===== src/rtl/cache_traffic_gen.sv =====
// Programmable address-stream generator and response checker for the GT_cache bench.
// Issues one request at a time and tallies hit/miss/data responses into counters and sticky flags.
module cache_traffic_gen #(
    parameter int          ADDR_W    = 32,
    parameter int          DATA_W    = 8,
    parameter int          OFFSET_W  = 2,
    parameter int          CNT_W     = 16,
    parameter int          HOT_LINES = 4,
    parameter int          TIMEOUT   = 255,
    parameter logic [31:0] LFSR_TAPS = 32'h80200003
) (
    input  logic              CLK,
    input  logic              RST_N,
    input  logic              start,
    input  logic [1:0]        mode,
    input  logic [ADDR_W-1:0] base_addr,
    input  logic [ADDR_W-1:0] stride,
    input  logic [CNT_W-1:0]  num_req,
    output logic              req_valid,
    output logic [ADDR_W-1:0] req_addr,
    input  logic              req_ready,
    input  logic              resp_valid,
    input  logic              hit,
    input  logic              miss,
    input  logic [DATA_W-1:0] resp_data,
    output logic              busy,
    output logic              done,
    output logic [CNT_W-1:0]  hit_count,
    output logic [CNT_W-1:0]  miss_count,
    output logic [CNT_W-1:0]  req_count,
    output logic [DATA_W-1:0] checksum,
    output logic              err_proto,
    output logic              err_timeout
);

    localparam int IDX_W = (HOT_LINES > 1) ? $clog2(HOT_LINES) : 1;
    localparam int TO_W  = (TIMEOUT > 0) ? $clog2(TIMEOUT + 1) : 1;
    localparam logic [ADDR_W-1:0] STEP     = ADDR_W'(1) << OFFSET_W;
    localparam logic [ADDR_W-1:0] OFF_MASK = STEP - ADDR_W'(1);
    localparam logic [ADDR_W-1:0] TAPS     = ADDR_W'(LFSR_TAPS);

    typedef enum logic [1:0] {
        S_IDLE,
        S_ISSUE,
        S_WAIT,
        S_DONE
    } state_t;

    typedef enum logic [1:0] {
        M_SEQ    = 2'd0,
        M_STRIDE = 2'd1,
        M_RANDOM = 2'd2,
        M_HOT    = 2'd3
    } mode_t;

    state_t            state, state_next;
    mode_t             mode_q;
    logic [ADDR_W-1:0] base_q, stride_q, cur_addr, lfsr;
    logic [CNT_W-1:0]  num_q;
    logic [IDX_W-1:0]  idx;
    logic [TO_W-1:0]   tcnt;

    logic              do_load, do_accept, do_resp, do_timeout;
    logic [ADDR_W-1:0] lfsr_step, addr_next;
    logic [IDX_W-1:0]  idx_next;

    // Assertion reaches the FSM asynchronously; release waits two clean edges.
    logic [1:0] rst_sync;
    logic       rst_n_int;

    always_ff @(posedge CLK or negedge RST_N) begin
        if (!RST_N) rst_sync <= 2'b00;
        else        rst_sync <= {rst_sync[0], 1'b1};
    end

    assign rst_n_int = rst_sync[1];

    function automatic logic [CNT_W-1:0] sat_inc(input logic [CNT_W-1:0] v);
        return (&v) ? v : v + 1'b1;
    endfunction

    // NOTE: sequential state uses non-blocking assignments so every flop samples pre-edge values.
    always_ff @(posedge CLK or negedge rst_n_int) begin
        if (!rst_n_int) state <= S_IDLE;
        else            state <= state_next;
    end

    // NOTE: every output of this block gets a default first, so no path can infer a latch.
    always_comb begin
        state_next = state;
        do_load    = 1'b0;
        do_accept  = 1'b0;
        do_resp    = 1'b0;
        do_timeout = 1'b0;
        req_valid  = 1'b0;
        busy       = 1'b0;
        done       = 1'b0;
        unique case (state)
            S_IDLE, S_DONE: begin
                done = (state == S_DONE);
                if (start) begin
                    do_load    = 1'b1;
                    state_next = (num_req == '0) ? S_DONE : S_ISSUE;
                end
            end
            S_ISSUE: begin
                req_valid = 1'b1;
                busy      = 1'b1;
                if (req_ready) begin
                    do_accept  = 1'b1;
                    state_next = S_WAIT;
                end
            end
            S_WAIT: begin
                busy = 1'b1;
                if (resp_valid) begin
                    do_resp    = 1'b1;
                    state_next = (req_count == num_q) ? S_DONE : S_ISSUE;
                end else if (tcnt == TO_W'(TIMEOUT)) begin
                    do_timeout = 1'b1;
                    state_next = S_DONE;
                end
            end
            default: state_next = S_IDLE;
        endcase
    end

    always_comb begin
        lfsr_step = lfsr[0] ? ((lfsr >> 1) ^ TAPS) : (lfsr >> 1);
        if (int'(idx) == HOT_LINES - 1) idx_next = '0;
        else                            idx_next = idx + 1'b1;
        unique case (mode_q)
            M_SEQ:    addr_next = cur_addr + STEP;
            M_STRIDE: addr_next = cur_addr + stride_q;
            M_RANDOM: addr_next = lfsr_step & ~OFF_MASK;
            default:  addr_next = base_q + (ADDR_W'(idx_next) << OFFSET_W);
        endcase
    end

    always_ff @(posedge CLK or negedge rst_n_int) begin
        if (!rst_n_int) begin
            mode_q      <= M_SEQ;
            base_q      <= '0;
            stride_q    <= '0;
            num_q       <= '0;
            cur_addr    <= '0;
            lfsr        <= '0;
            idx         <= '0;
            tcnt        <= '0;
            hit_count   <= '0;
            miss_count  <= '0;
            req_count   <= '0;
            checksum    <= '0;
            err_proto   <= 1'b0;
            err_timeout <= 1'b0;
        end else if (do_load) begin
            mode_q      <= mode_t'(mode);
            base_q      <= base_addr;
            stride_q    <= stride;
            num_q       <= num_req;
            cur_addr    <= base_addr;
            lfsr        <= (base_addr == '0) ? ADDR_W'(1) : base_addr;
            idx         <= '0;
            tcnt        <= '0;
            hit_count   <= '0;
            miss_count  <= '0;
            req_count   <= '0;
            checksum    <= '0;
            err_proto   <= 1'b0;
            err_timeout <= 1'b0;
        end else begin
            if (do_accept) begin
                req_count <= sat_inc(req_count);
                cur_addr  <= addr_next;
                tcnt      <= '0;
                if (mode_q == M_RANDOM) lfsr <= lfsr_step;
                if (mode_q == M_HOT)    idx  <= idx_next;
            end else if (state == S_WAIT && !resp_valid) begin
                tcnt <= tcnt + 1'b1;
            end
            if (do_resp) begin
                checksum <= checksum ^ resp_data;
                if (hit && !miss) hit_count  <= sat_inc(hit_count);
                if (miss && !hit) miss_count <= sat_inc(miss_count);
            end
            // Stray strobes and ambiguous classifications are both protocol violations.
            if (resp_valid && (state != S_WAIT || hit == miss)) err_proto <= 1'b1;
            if (do_timeout) err_timeout <= 1'b1;
        end
    end

    assign req_addr = cur_addr;

endmodule


===== config.mk =====
export PLATFORM = sky130hd
export DESIGN_NAME = cache_traffic_gen
export DESIGN_NICKNAME = d
export VERILOG_FILES = /design/src/rtl/cache_traffic_gen.sv
export SDC_FILE = /design/constraint.sdc
export NUM_CORES = 1
export LEC_CHECK = 0
export ABC_AREA = 1
export CAP_MARGIN = 0
export CORE_ASPECT_RATIO = 1.4
export CORE_MARGIN = 2
export CORE_UTILIZATION = 57
export DETAILED_ROUTE_END_ITERATION = 6
export GPL_ROUTABILITY_DRIVEN = 1
export PLACE_DENSITY = 0.82
export SLEW_MARGIN = 10
export SYNTH_ARGS = -nofsm -noshare
export SYNTH_HDL_FRONTEND = slang
export SYNTH_SLANG_ARGS = --single-unit
export TNS_END_PERCENT = 1

===== constraint.sdc =====
create_clock -name CLK -period 9.27 [get_ports CLK]
set_input_delay 1.3905 -clock CLK [delete_from_list [all_inputs] [get_ports CLK]]
set_output_delay 1.3905 -clock CLK [all_outputs]
set_load 0.005 [all_outputs]

After elaboration in Yosys (flattened, before gate mapping)
Cells that the tools add are included.

Bits in registers: 218. Input bits: 97. Output and inout port bits: 93. Word-level logic and storage cells: 126.

Add/subtract/negate cells: 8. Equal/unequal tests: 17. Mux-type cells: 51. Bitwise gates (word level): 2. Reduce and logical (&&, ||, !) cells: 32.

Operators with widths (number): $mux W32 (7); $mux W16 (11); $pmux W32 S3 (1); $add A16 B1 Y16 const B (3); $reduce_and A16 Y1 (3); $mux W8 (5); $add A32 B3 Y32 const B (1); $add A32 B32 Y32 (1); $add A32 B4 Y32 (1); $logic_not A32 Y1 (1); $mux W2 (10); $eq A16 B16 Y1 (1); $logic_not A16 Y1 (1); $mux W1 (16); $reduce_bool A2 Y1 (8); $ne A2 B2 Y1 const B (6); $reduce_and A3 Y1 (3); $add A8 B1 Y8 const B (1); $eq A2 B2 Y1 const B (4); $eq A8 B8 Y1 const B (1); $xor A8 B8 Y8 (1); $eq A2 B1 Y1 const B (3); $pmux W2 S3 (1); $reduce_and A2 Y1 (3); 10 further kinds (17).

Logic depth before layout (Yosys ltp)
Gate-level depths: netlist of the first run.

Depth in word-level cells: 6. Gate-level depth with buffers: 16.

Worst setup path after synthesis of the first run
Ideal clock, no wire load.

Kind: in2reg. Start: input port start. End: register hit_count[8]. Data arrival time: 2.454 ns. Required time: 9.148 ns. Path slack: 6.695 ns. Stages: 10. Path buffers: 1. Cells stage by stage: nand2_1 > buf_4 > nand2_1 > nand3_4 > nand2_4 > inv_4 > nor2_2 > nand3_1 > o21ai_1 > a21oi_2.

Word-level cells in the longest chain between the ends: 4.

RTL lines: start, declared (RTL line 14) `input logic start,`; $mux W1 * (RTL line 101) `if (start) begin`; $mux W1 * (RTL line 98) `unique case (state)`; $ne A2 B2 Y1 (no line) / $reduce_bool A2 Y1 (equally long branches); $reduce_and A3 Y1 (no line); end signal, assigned (RTL line 183) `if (hit && !miss) hit_count <= sat_inc(hit_count);`; end, declared (RTL line 28) `output logic [CNT_W-1:0] hit_count,`.

Every way passes the cells marked *; elsewhere a longest branch is shown, timed or not. A chain may end at the register's enable or synchronous reset.

Worst setup path in the final report of the first run
Start: input port start. End: register cur_addr[30] (netlist: req_addr[30]).

Word-level cells in the longest chain between the ends: 3.

RTL lines: $mux W1 * (RTL line 101); $mux W1 * (RTL line 98); $mux W32 / $reduce_bool A2 Y1 (equally long branches); end signal, assigned (RTL line 161) `cur_addr <= base_addr;`; end signal, assigned (RTL line 174) `cur_addr <= addr_next;`; end, declared (RTL line 58) `logic [ADDR_W-1:0] base_q, stride_q, cur_addr, lfsr;`.

Marked as above.

==> results.toml, run 1 <==
[run_status]
outcome = "finished, final reports clean"

[flow_run]
maxCapViolCount = 0

[global_routing]
grt.overflow.total = 0
grt_usage = 0.350
grt_pass1_wl_mm = 77.1
antenna_found_initial = 0
grt_max_degree = 98
grt_pass1_vias = 15031

[timing]
clock.fmax_mhz = 256
finClkSkew_ns = 0.0307
setup_viol = 0
drv_slew = 0
tightest_slew_ns = 1.08
relSlewSlack = 0.280
fin_setup_tns_ns = 0
fin_crit_sh = 0.421
rsz0062_at_grt = "no"
period_minus_slack_ns = 3.90
hold_viol = 0

[floorplanning]
rows = 70
die_area_sq_mm = 0.0274
ios = 190
dieWidth_um = 141
die_h_um = 195
start_util = 0.574
coreArea_sq_mm = 0.0259

[power_and_ir_drop]
leakagePower_uw = 0.00861
ir_worst_vdd_mv = 0.205
p_total_uw = 6330
powerDensity_mw_per_mm2 = 356

[finish]
diodes = 0
fin_util = 0.686
stdcell_count = 2669
drive_gt1_frac = 0.0537
areaGrowthSynthToFinish_pct = 19.5
stdcell_area_sq_mm = 0.0178
nets = 2472

[route]
drt_iter0_drc = 1212
wirelength_mm = 48.1
wire_per_inst_um = 18.0
dr_wl_met2_mm = 23.8
first_pass_iters = 5
dr_wl_met3_mm = 3.24
drc_errors = 0
antenna_left = 0
highest_layer = "met4"
wl_met1_mm = 18.3
viasPerCell = 5.71
vias = 15233

[synthesis]
synth_compound_gate_area_share = 0.130
synthMuxAreaShare = 0
ys_seq_area_frac = 0.367
yosysWarningCount = 0
synth_top_family_by_area = "simple AND/OR/NAND/NOR gates"
synth_area_sq_mm = 0.0149
syn_nets = 2308
synthAdderAreaFrac = 0.0406
ys_seq_elements = 218
synthFlopType = "dfrtp_1"
synth-edff-count = 0
synth_cells = 2164
synthDistinctLibCells = 61
syn_avg_cell_area_sq_um = 6.87
async_flop_share = 1.00
synthSimpleGateAreaFrac = 0.340
synth-xor-area-share = 0.0230

[critical_path]
max_stage_delay_ns = 0.79
cp-startpoint = "start"
worstPathRequired_ns = 9.72
critPathCaptureType = "flip-flop"
slowest_stage = "buf_4"
setup.worst_path.start_class = "input port"
cp.arrival_ns = 4.36
cp_max_fo = 97
rr_startpoint = "state[0]"
worstPathCellList = "clkdlybuf4s50_1 > nand2_4 > buf_4 > inv_4 > buf_4 > nand2_1 > nand2_1 > inv_1 > a21oi_1"
crit_type = "in -> reg"

[placed_design]
placed_cells = 2626
hpwl_mm = 36.0
dpl-instance-area_sq_mm = 0.0170
finalWeightedCongestion = 1.03
io_buffers = 189

[clock_tree]
cts_tree = "done"
ctsResizeCount = 0
cts_hold_buf = 0
clockBufferDepth = 3
cts_buffers = 24
cts-root-buf = "clkbuf_16"
h-tree-depth = 1
clock_sink_count = 218
clk_pin_slew_ns = 0.06
insertion_delay_ns = 0.55
postCtsSetupBuffers = 0

[worst_hold_path]
hp-class = "reg -> reg"
worstHoldStart = "rst_sync[0]"
[cells in the final DEF (no fill, tap or decap), types with 8 or more instances in the layout]
cell type / netlist / routed
o31ai_1: 13 / 13
nor3_1: 48 / 48
xor2_1: 31 / 31
nand4_1: 35 / 35
inv_1: 306 / 306
dfrtp_1: 218 / 217
nor4_1: 19 / 19
o211ai_1: 10 / 10
nand3_1: 137 / 137
o21bai_1: 11 / 11
inv_2: 12 / 11
or2_2: 12 / 12
a21oi_1: 112 / 112
xnor2_1: 8 / 8
clkdlybuf4s50_1: 0 / 189
buf_4: 6 / 9
ha_1: 45 / 45
nand2_2: 9 / 10
nor2_1: 187 / 187
o21ai_1: 11 / 11
o21ai_0: 120 / 120
a31oi_1: 11 / 11
clkbuf_16: 0 / 24
nand3b_1: 10 / 10
a22oi_1: 27 / 27
nand2_1: 639 / 637
[critical path, delay by kind of cell]
kind	cells	cell delay, ns
AO/OA/AOI/OAI	1	0.13
buffers and inverters	5	2.28
AND/OR/NAND/NOR	3	0.40
[synthesized netlist by cell type (6+ instances only)]
master,instances,area share
nand2_1,639,0.16
inv_1,306,0.077
dfrtp_1,218,0.37
nor2_1,187,0.047
nand3_1,137,0.046
o21ai_0,120,0.040
a21oi_1,112,0.038
nor3_1,48,0.016
ha_1,45,0.038
nand4_1,35,0.015
xor2_1,31,0.018
clkbuf_1,28,0.0071
a22oi_1,27,0.014
nor4_1,19,0.0080
buf_1,13,0.0033
o31ai_1,13,0.0066
inv_2,12,0.0030
or2_2,12,0.0050
a31oi_1,11,0.0046
buf_2,11,0.0037
o21ai_1,11,0.0037
o21bai_1,11,0.0056
nand3b_1,10,0.0050
o211ai_1,10,0.0050
nand2_2,9,0.0038
xnor2_1,8,0.0047
nor3_2,7,0.0047
buf_4,6,0.0030
nor2_2,6,0.0025
[through the flow]
stage | hold slack, ns | setup WS, ns
floorplan | 0.331 | 2.75
global placement | 0.341 | 4.97
detailed placement | 0.339 | 4.90
CTS | 0.354 | 5.44
global route | 0.370 | 5.08
finish | 0.348 | 5.37
[area by class of cell]
class / count / area (sq um)
sequential: 218 / 5460
fill: 2255 / 8150
clock buffer: 34 / 688
tap: 324 / 405
inverter: 320 / 1210
timing repair buffer: 198 / 1960
multi-input combinational: 1566 / 7950
clock inverter: 9 / 113
[sequential cells by signal (all words and copies together) (netlist names)]
register and count:
num_q 16, tcnt 8, checksum 8, req_count 16
idx 2, err_proto 1, hit_count 16, stride_q 32
req_addr 32, miss_count 16, state 2, err_timeout 1
rst_sync 2, base_q 32, lfsr 32, mode_q 2
[kinds of logic (layout without fill, tap and decap cells)]
family                   Yosys count  after routing
XOR/XNOR                          39             39
adder cells (fa/ha/maj)           47             47
buffers and inverters            380            561
other                              1              1
AO/OA/AOI/OAI                    337            337
flip-flops                       218            218
AND/OR/NAND/NOR                 1142           1142
[worst paths after layout]
kind                                       to  slack (ns)  cells after the start
worst max register to register   req_addr[17]        5.87                     10
worst min register to register    rst_sync[1]        0.35                      0
min in group asynchronous          base_q[31]        0.54                      0
max in group asynchronous       miss_count[9]        7.18                      1
worst max-delay path             req_addr[30]        5.37                      9
worst min-delay path              rst_sync[1]        0.35                      0
[per-layer routing]
layer | GRT usage | vias up
met5 | 0 | -
met4 | 0.184 | 0
met3 | 0.0532 | 145
met2 | 0.614 | 638
met1 | 0.412 | 7112
li1 | - | 7338
[report_power, final]
part | switching (uW) | internal [uW] | leakage [uW]
sequential | 445 | 1320 | 0.00271
clock | 413 | 574 | 0.000393
combinational | 2300 | 1280 | 0.00550
total | 3160 | 3170 | 0.00861
(Power assumes the default switching activity.)
==> inputs of run 2 (changes only) <==
--- a/config.mk
+++ b/config.mk
@@ -9,10 +9,10 @@
 export CAP_MARGIN = 0
 export CORE_ASPECT_RATIO = 1.4
 export CORE_MARGIN = 2
-export CORE_UTILIZATION = 57
+export CORE_UTILIZATION = 51
 export DETAILED_ROUTE_END_ITERATION = 6
 export GPL_ROUTABILITY_DRIVEN = 1
-export PLACE_DENSITY = 0.82
+export PLACE_DENSITY = 0.77
 export SLEW_MARGIN = 10
 export SYNTH_ARGS = -nofsm -noshare
 export SYNTH_HDL_FRONTEND = slang
==> constraint.sdc (replaced) <==
create_clock -name CLK -period 3.43 [get_ports CLK]
set_input_delay 0.5145 -clock CLK [delete_from_list [all_inputs] [get_ports CLK]]
set_output_delay 0.5145 -clock CLK [all_outputs]
set_load 0.005 [all_outputs]
==> run 2 against run 1 <==
  * Worst hold slack worse by 0.21 ns
  * Global-route usage decreased by 2.1 points
  * Critical path depth rose by 6
  * Via count about the same
  * Clock-buffer cell count is the same
  * Non-clock buffer count rose by 18
  * Final area grew 1.3%
  * Routed wire length is 4.8% higher
  * Clock skew decreased by 0.0037 ns
  * Register-to-register slack worse by 5.2 ns
  * Largest power group unchanged
==> results.toml, run 2 (synthesized netlist as in run 1, its figures left out) <==
[run_status]
outcome = "finished, final reports clean"

[flow_run]
maxCapViolCount = 0

[clock_tree]
cts-root-buf = "clkbuf_16"
clk_pin_slew_ns = 0.07
cts_hold_buf = 0
h-tree-depth = 1
clockBufferDepth = 3
insertion_delay_ns = 0.55
cts_tree = "done"
ctsResizeCount = 0
postCtsSetupBuffers = 0
clock_sink_count = 218
cts_buffers = 24

[global_routing]
grt_pass1_vias = 15081
grt_max_degree = 79
grt.overflow.total = 0
antenna_found_initial = 1
grt_usage = 0.328
grt_pass1_wl_mm = 79.1

[route]
antenna_left = 0
drc_errors = 0
drt_iter0_drc = 1031
wire_per_inst_um = 18.4
wirelength_mm = 50.4
viasPerCell = 5.55
first_pass_iters = 5
vias = 15227

[floorplanning]
start_util = 0.513
die_area_sq_mm = 0.0306
die_h_um = 206
ios = 190
dieWidth_um = 148
rows = 74
coreArea_sq_mm = 0.0290

[finish]
mostFrequentLayoutCells = "nand2_1 (637), inv_1 (306), dfrtp_1 (217), clkdlybuf4s50_1 (189), nor2_1 (187)"
areaGrowthSynthToFinish_pct = 21.1
diodes = 0
drive_gt1_frac = 0.0609
nets = 2490
fin_util = 0.621
fill_cells = 2679
stdcell_area_sq_mm = 0.0180
final_common_cell = "nand2_1"

[critical_path]
critPathCaptureType = "flip-flop"
regToRegSetupSlack_ns = 0.70
cp_max_fo = 5
path_buf_inv = 3
max_stage_delay_ns = 0.41
cp_top_family = "simple AND/OR/NAND/NOR gates"
worstPathRequired_ns = 3.88
worst_path_most_repeated_cell = "nand2_1"
timing.rr.end = "req_addr[14]"
slowest_stage = "fa_1"
setup.worst_path.start_class = "flip-flop"
cp.arrival_ns = 3.18
worstPathCellList = "ha_1 > inv_1 > fa_1 > inv_1 > nand2_1 > nor3_4 > nand2_4 > nor3_4 > xor2_1 > o21ai_0 > clkinv_1 > nand2_1 > nand2_1 > nand2_1 > nand2_1"
rr_startpoint = "idx[0]"
crit_type = "reg -> reg"
reg2reg_depth = 15

[worst_hold_path]
hp-class = "in -> async"

[timing]
tightest_slew_ns = 0.862
clock.fmax_mhz = 367
finClkSkew_ns = 0.0271
setup_viol = 0
fin_hold_ws_ns = 0.137
relSlewSlack = 0.420
hold_viol = 0
fin_crit_sh = 0.795
fin_setup_tns_ns = 0
period_minus_slack_ns = 2.73
rsz0062_at_grt = "no"
drv_slew = 0

[power_and_ir_drop]
p_total_uw = 17300
leakagePower_uw = 0.00870
p_seq_frac = 0.269
ir_worst_vdd_mv = 0.473
p_int_uw = 8640
swShare = 0.500
combPwrFrac = 0.580
power.share.clock = 0.151
p_switching_uw = 8640
powerDensity_mw_per_mm2 = 959

[placed_design]
io_buffers = 189
dpl-instance-area_sq_mm = 0.0172
hpwl_mm = 39.0
finalWeightedCongestion = 0.996
==> run 2: worst max-delay path by stage <==
stage           start            to  slack (ns)  depth (start not counted)
4_1_cts        idx[0]  req_addr[14]        0.71                         15
3_3_place_gp   idx[0]  req_addr[14]        0.76                         15
2_1_floorplan  idx[0]  req_addr[14]        1.07                         15
5_1_grt        idx[0]  req_addr[14]        0.51                         15
3_5_place_dp   idx[0]  req_addr[14]        0.75                         15
6_report       idx[0]  req_addr[14]        0.70                         15
==> run 2: layout make-up <==
| class | count | area, sq um | share of cell area |
|---|---|---|---|
| inverters | 320 | 1210 | 0.0670 |
| repair buffers | 216 | 2140 | 0.119 |
| well taps | 380 | 475 | 0.0264 |
| clock inverters | 9 | 88.8 | 0.00493 |
| clock buffers | 34 | 688 | 0.0382 |
| multi-input cells | 1566 | 7950 | 0.441 |
| flip-flops and latches | 218 | 5460 | 0.303 |
==> run 2: power by group through the flow <==
stage / Clock, uW / Combinational (uW) / Sequential, uW
2_1_floorplan: 0 / 6800 / 4370
3_3_place_gp: 0 / 9710 / 4620
3_5_place_dp: 0 / 9860 / 4640
4_1_cts: 2640 / 9940 / 4610
5_1_grt: 2720 / 11300 / 4760
6_report: 2600 / 10000 / 4650
==> run 2: stage by stage <==
stage          setup slack (ns)  std cells
3_3_place_gp              0.761       2700
3_5_place_dp              0.747       2700
4_1_cts                   0.715       2743
5_1_grt                   0.514       2743
2_1_floorplan              1.07       2164
6_report                  0.702       2743
==> run 2: layer usage <==
metal	vias to the layer above	part of all wire	wire length, um	track usage
li1	7374	-	-	-
met1	7133	0.37	18800	0.374
met2	588	0.52	25900	0.604
met3	130	0.059	2950	0.0406
met4	2	0.052	2600	0.162
met5	-	0.00026	13	0
==> run 2: worst register-to-register path: stages, from the launching register on <==
cell      delay (ns)
dfrtp_1         0.40
ha_1            0.32
inv_1           0.07
fa_1            0.41
inv_1           0.07
nand2_1         0.12
nor3_4          0.31
nand2_4         0.14
nor3_4          0.20
xor2_1          0.10
o21ai_0         0.17
clkinv_1        0.09
nand2_1         0.07
nand2_1         0.05
nand2_1         0.06
nand2_1         0.05
